### config.mk
export PLATFORM = sky130hd
export DESIGN_NAME = doa_tracker
export DESIGN_NICKNAME = d
export VERILOG_FILES = /design/src/rtl/doa_tracker.sv
export SDC_FILE = /design/constraint.sdc
export NUM_CORES = 1
export LEC_CHECK = 0
export BUFFER_PORTS_ARGS = -buffer_cell sky130_fd_sc_hd__buf_4
export CORE_AREA = 5 5 117 119
export DETAILED_ROUTE_END_ITERATION = 16
export DIE_AREA = 0 0 122 124
export GPL_ROUTABILITY_DRIVEN = 0
export PLACE_DENSITY_LB_ADDON = 0.25
export SYNTH_ARGS = -nofsm -noshare
export SYNTH_HDL_FRONTEND = slang
export SYNTH_SLANG_ARGS = --single-unit
### constraint.sdc
create_clock -name clk_60MHz -period 5.9 [get_ports clk_60MHz]
set_input_delay 0.295 -clock clk_60MHz [delete_from_list [all_inputs] [get_ports clk_60MHz]]
set_output_delay 0.295 -clock clk_60MHz [all_outputs]
set_load 0.01 [all_outputs]
### src/rtl/doa_tracker.sv
// Direction-of-arrival tracker: periodically starts the mic-array sub-system, clamps and averages
// the returned lag, and maps it to an overlay pixel column. Optional feature macro: DOA_AVG_EN.
module doa_tracker #(
    parameter int LAGNUM   = 16,
    parameter int AVG_LOG2 = 2,
    parameter int SCREEN_W = 640,
    parameter int PERIOD   = 600000,
    parameter int TIMEOUT  = 6000000
) (
    input  logic              clk_60MHz,
    input  logic              rst_n,
    input  logic              enable,
    output logic              subsys_start,
    input  logic              subsys_done,
    input  logic signed [5:0] lag_diff,
    output logic [10:0]       pos_x,
    output logic              pos_valid,
    output logic              timeout_err
);
    localparam int SHIFT = $clog2(2 * LAGNUM);

    typedef enum logic [2:0] {
        S_IDLE, S_START, S_WAIT_DONE, S_FILTER, S_MAP, S_WAIT_PERIOD
    } state_e;

    state_e             state_q, state_d;
    logic [31:0]        per_q, per_d, wd_q, wd_d;
    logic signed [5:0]  lag_q;
    logic [10:0]        pos_x_q;
    logic               pos_valid_q, tmo_q;
    logic signed [5:0]  avg;
    logic               filled;
    logic signed [31:0] off;
    logic [31:0]        prod;
    logic [10:0]        map_x;

    function automatic logic signed [5:0] clamp(input logic signed [5:0] v);
        if (int'(v) > LAGNUM)  return 6'(LAGNUM);
        if (int'(v) < -LAGNUM) return 6'(-LAGNUM);
        return v;
    endfunction

    always_ff @(posedge clk_60MHz or negedge rst_n) begin
        if (!rst_n) begin
            state_q <= S_IDLE;
            per_q   <= '0;
            wd_q    <= '0;
        end else begin
            state_q <= state_d;
            per_q   <= per_d;
            wd_q    <= wd_d;
        end
    end

    always_comb begin
        state_d = state_q;
        case (state_q)
            S_IDLE:        if (enable) state_d = S_START;
            S_START:       state_d = enable ? S_WAIT_DONE : S_IDLE;
            S_WAIT_DONE: begin
                // done wins over a same-cycle watchdog expiry
                if (subsys_done)    state_d = S_FILTER;
                else if (wd_q == 0) state_d = enable ? S_WAIT_PERIOD : S_IDLE;
            end
            S_FILTER:      state_d = S_MAP;
            S_MAP:         state_d = !enable ? S_IDLE : (per_q == 0) ? S_START : S_WAIT_PERIOD;
            S_WAIT_PERIOD: if (!enable) state_d = S_IDLE;
                           else if (per_q == 0) state_d = S_START;
            default:       state_d = S_IDLE;
        endcase
    end

    // Counters load on entry to START so the START cycle already holds PERIOD-1 / TIMEOUT-1;
    // this makes start-to-start spacing exactly PERIOD.
    always_comb begin
        per_d = per_q;
        wd_d  = wd_q;
        if (state_d == S_START && state_q != S_START) begin
            per_d = 32'(PERIOD - 1);
            wd_d  = 32'(TIMEOUT - 1);
        end else begin
            if (per_q != 0) per_d = per_q - 32'd1;
            if (wd_q != 0)  wd_d  = wd_q - 32'd1;
        end
    end

    always_comb begin
        subsys_start = (state_q == S_START);
        pos_x        = pos_x_q;
        pos_valid    = pos_valid_q;
        timeout_err  = tmo_q;
    end

    always_ff @(posedge clk_60MHz or negedge rst_n) begin
        if (!rst_n) begin
            lag_q       <= '0;
            pos_x_q     <= '0;
            pos_valid_q <= 1'b0;
            tmo_q       <= 1'b0;
        end else begin
            pos_valid_q <= 1'b0;
            if (state_q == S_IDLE) tmo_q <= 1'b0;
            if (state_q == S_WAIT_DONE) begin
                if (subsys_done)    lag_q <= clamp(lag_diff);
                else if (wd_q == 0) tmo_q <= 1'b1;
            end
            if (state_q == S_MAP) begin
                pos_x_q     <= map_x;
                pos_valid_q <= filled;
            end
        end
    end

`ifdef DOA_AVG_EN
    localparam int DEPTH = 1 << AVG_LOG2;
    localparam int SW    = 6 + AVG_LOG2;

    logic [DEPTH-1:0][5:0]  ring_q;
    logic signed [SW-1:0]   sum_q;
    logic [AVG_LOG2-1:0]    wr_q;
    logic [AVG_LOG2:0]      fill_q;

    always_ff @(posedge clk_60MHz or negedge rst_n) begin
        if (!rst_n) begin
            ring_q <= '0;
            sum_q  <= '0;
            wr_q   <= '0;
            fill_q <= '0;
        end else if (state_q == S_IDLE) begin
            ring_q <= '0;
            sum_q  <= '0;
            wr_q   <= '0;
            fill_q <= '0;
        end else if (state_q == S_FILTER) begin
            // evicted slot is zero until the ring has wrapped once
            ring_q[wr_q] <= lag_q;
            sum_q        <= sum_q + SW'(lag_q) - SW'($signed(ring_q[wr_q]));
            wr_q         <= wr_q + 1'b1;
            if (fill_q != (AVG_LOG2 + 1)'(DEPTH)) fill_q <= fill_q + 1'b1;
        end
    end

    always_comb begin
        avg    = 6'(sum_q >>> AVG_LOG2);
        filled = (fill_q == (AVG_LOG2 + 1)'(DEPTH));
    end
`else
    always_comb begin
        avg    = lag_q;
        filled = 1'b1;
    end
`endif

    always_comb begin
        off   = 32'(avg) + 32'(LAGNUM);
        prod  = off * (SCREEN_W - 1);
        map_x = 11'(prod >> SHIFT);
    end
endmodule

# Yosys cells after proc, flatten, opt, wreduce, memory -nomap -nowiden

Index checks and enable logic that the tools add are counted.

Flip-flop bits (word level): 86
Input port bits: 10

Eq/ne operators: 7
Order comparisons: 2
Add/subtract/negate cells: 3
Multiply operators: 1
Muxes and demuxes: 30
Reduce and logical (&&, ||, !) cells: 9

Operators with widths:

| kind                    | number |
|---|---|
| $mux W32                | 4 |
| $logic_not A32 Y1       | 2 |
| $reduce_bool A32 Y1     | 2 |
| $sub A32 B1 Y32 const B | 2 |
| $mux W3                 | 8 |
| $mux W6                 | 4 |
| $pmux W3 S6             | 1 |
| $mul A7 B11 Y16 const B | 1 |
| $mux W1                 | 12 |
| $add A6 B6 Y7 const B   | 1 |
| $eq A3 B1 Y1 const B    | 2 |
| $eq A3 B2 Y1 const B    | 2 |
| $eq A3 B3 Y1 const B    | 2 |
| $gt A6 B6 Y1 const B    | 1 |
| $lt A6 B5 Y1 const B    | 1 |
| $reduce_bool A2 Y1      | 2 |
| $logic_not A3 Y1        | 1 |
| $ne A3 B1 Y1 const B    | 1 |
| $mux W2                 | 1 |
| $reduce_and A2 Y1       | 1 |
| $logic_and A1 B1 Y1     | 1 |

# Longest topological paths before layout

Depth in word-level cells: 9
Mapped depth: 16
Mapped depth without buffers: 16

# Worst setup path after synthesis

No wires, ideal clock.

Path kind: reg-to-reg
Start point: register lag_q[1] (netlist: avg[1])
End point: register pos_x_q[8] (netlist: pos_x[8])
Setup slack: 1581 ps
Setup time: 69 ps
Clock period less this slack: 4319 ps
Cell stages (with the launch flop): 14
Arrival: 4250 ps
Cell sequence: dfrtp_1 > fa_1 > ha_1 > fa_1 > inv_1 > fa_1 > inv_1 > ha_1 > a21oi_1 > nand2_1 > o41a_1 > a311o_1 > or4_1 > nand3_1

Longest elaborated chain between the ends: 2

RTL lines:

| item                   | line | RTL |
|---|---|---|
| from (decl)            | 28   | `logic signed [5:0] lag_q;` |
| from (signal assigned) | 104  | `if (subsys_done) lag_q <= clamp(lag_diff);` |
| $add A6 B6 Y7          | 155  | `off = 32'(avg) + 32'(LAGNUM);` |
| $mul A7 B11 Y16        | 156  | `prod = off * (SCREEN_W - 1);` |
| to (signal assigned)   | 108  | `pos_x_q <= map_x;` |
| to (decl)              | 29   | `logic [10:0] pos_x_q;` |

No other way between the ends.
A chain may end at the register's enable or synchronous reset.

# Worst setup path in the final report

Ends and elaborated chain as after synthesis.

==> run metrics <==
critical path cell sequence fa_1 > inv_1 > fa_1 > inv_1 > fa_1 > inv_1 > fa_1 > inv_1 > ha_1 > a21oi_1 > nand2_1 > o41a_1 > a311o_1 > or4_1 > nand3_1; vias 3962; ANT cells 0; Crit path depth 15; initial antenna violation count 0; largest net degree at the start of global routing 55; Worst Path Arrival 4860 ps; pre-CTS setup slack 1292 ps; Layout area overhead 12.41%; share of cells above drive strength 1 10.64%; synth warn 0; worst setup margin 1312 ps; Worst Hold Depth 3; Worst Setup Path Type flip-flop to flip-flop; Worst path max stage delay 500 ps; GR Util All Layers 15.33%; Buf+Inv Stages, Crit Path 4; vias in the first global route 3939; WL final 10640 microns; row count 41; outcome complete, no violations; Final setup violation count 0; CP delay by family, top adder cells; CTS tree built; Post-Syn Instances 561; post-DR vias/cell 5.186; RSZ-0062 raised after global routing no; DR WL/cell 13.92 microns; Clock Path Buffers 2; DRC Markers 0; clk slew on worst S/H paths 60 ps; Mapped Area 5446 sq um; setup TNS 0 ps; min cycle time layout 4588 ps; DRT iter0 DRCs 212; # clock sinks 86; number of synthesized flops with an enable pin 0; most common cell after layout, fill and taps aside dfrtp_1; fmax 218.0 MHz; Top Ports 24; Mapped Nets 625; Clock Latency Late Sink 340 ps; Final Non-Filler Cells 764; most frequent cells in the layout 86 x dfrtp_1, 63 x nor2_1, 61 x nand2_1, 42 x ha_1, 41 x xnor2_1; die area 15130 sq um; slowest CP cell fa_1; async set-reset flop share out of synthesis 100.0%; Core Area 12470 sq um; CP Capture Type flip-flop; Slew Viols, Final 0; IO buf count 23; Final Hold Fails 0; HP Class input pin to flip-flop; Filler Cell Count 1173; prevailing post-synth register cell dfrtp_1; Required @ worst endpoint 6170 ps; CP Launch Type flip-flop; Synth cell types 52; Worst R2R Setup Slack 1310 ps; sequential-to-total area share from yosys stat 39.51%; grt total ovfl 0; Final Cycle Share 77.76%; Root Buffer clkbuf_16; chip height 124 microns; Max Clock Skew 7.717 ps; syn_area_per_cell 9.709 sq um; DP Wirelength 7834 microns; Initial Util 43.69%; first-pass GRT wire length 18720 microns; fin nets 651; #FFs+latches synth 86; DRT Pass-1 Iters 4; number of buffers created by CTS 9; critical path fanouts, max 6; post-CTS resize count 0; Post-CTS Setup Bufs 0; CTS H-tree lvls 3; dpl cells 747; Die X 122 microns; worst slew pin tran 965.9 ps; Max Cap Violations 0; Slew headroom 35.45%; Routed Antenna Nets 0; Reg2Reg Depth 15
[state kept, by name, summed over array words and instances, names as in the netlist]
register,cells
avg,6
timeout_err,1
state_q,3
pos_valid,1
per_q,32
wd_q,32
pos_x,11
[routing by layer]
metal	routed length (microns)	up-vias	track usage [%]
met5	0	-	0
met4	210	0	6.162
met3	334	17	2.134
met2	4944	51	24.97
met1	5146	1897	20.74
li1	-	1997	-
[worst paths after layout]
check                                     start               endpoint
max in group asynchronous                 rst_n  per_q[23]$_DFFE_PN0P_
hold / removal                      lag_diff[2]     avg[2]$_DFFE_PN0P_
hold reg to reg            pos_x[0]$_DFFE_PN0P_   pos_x[0]$_DFFE_PN0P_
min in group asynchronous                 rst_n   pos_x[1]$_DFFE_PN0P_
setup / recovery             avg[1]$_DFFE_PN0P_   pos_x[8]$_DFFE_PN0P_
setup reg to reg             avg[1]$_DFFE_PN0P_   pos_x[8]$_DFFE_PN0P_
[cell type report]
class	instances	area (sq um)	share of cell area [%]
Timing Repair Buffer	26	197.7	3.229
Tap cell	172	215.2	3.515
Clock buffer	12	256.5	4.190
Inverter	37	138.9	2.269
Clock inverter	4	76.32	1.247
Multi-Input combinational cell	427	3085	50.40
Sequential cell	86	2152	35.15
[per-stage QoR]
stage	area [sq um]	utilization (%)	hold slack, ps
after floorplan	5446	-	-0.5911
after global placement	5779	46.36	264.0
after detailed placement	5779	46.36	269.8
after CTS	6122	49.11	178.8
after global routing	6122	49.11	195.3
final	6122	49.11	186.7
[cells by family after synthesis]
| kind of cell | Yosys count | synth area share, % |
|---|---|---|
| AOI/OAI and AO/OA | 57 | 7.053 |
| xor gates and xnor gates | 65 | 10.45 |
| adders and majority gates | 54 | 14.06 |
| buffers and inverters | 48 | 3.836 |
| DFF | 86 | 39.51 |
| and+or+nand+nor | 251 | 25.09 |
[Yosys cell counts (all sizes together), types with 2 or more instances]
cell,instances,area (sq um)
or4,9,78.82
xor2,24,210.2
nand4,10,68.81
o31ai,4,45.05
o211ai,5,37.54
buf,6,51.30
a311o,2,20.02
dfrtp,86,2152
nand2,61,229.0
fa,12,240.2
and4,2,17.52
nor3,22,132.6
or2,5,31.28
o21ai,18,90.09
ha,42,525.5
a31oi,4,25.02
o2111ai,2,17.52
xnor2,41,359.1
or3,7,53.80
nor4b,6,67.56
a21oi,12,60.06
a311oi,2,17.52
nand3b,3,22.52
nand3,24,120.1
nor2b,3,18.77
a21o,2,15.01
nand2b,8,50.05
and2,4,25.02
o41ai,3,26.28
inv,37,138.9
nor4,17,146.4
nand4b,3,26.28
clkbuf,5,18.77
nor2,64,242.7
[worst register-to-register path, cell delays in order, from the launching register on]
cell and delay, ps:
dfrtp_1 450, fa_1 500, inv_1 160, fa_1 430, inv_1 80, fa_1 410
inv_1 90, fa_1 420, inv_1 70, ha_1 270, a21oi_1 170, nand2_1 100
o41a_1 450, a311o_1 420, or4_1 410, nand3_1 90
[what timing repair did]
item                                    CTS  global route
endpoints found under the hold margin    32             0
endpoints found under the setup margin    0             0
hold buffers                              1             0
Power is left out: the tool's default activity adds up to more than one toggle a clock period on the data nets, which glitch-free logic cannot reach.
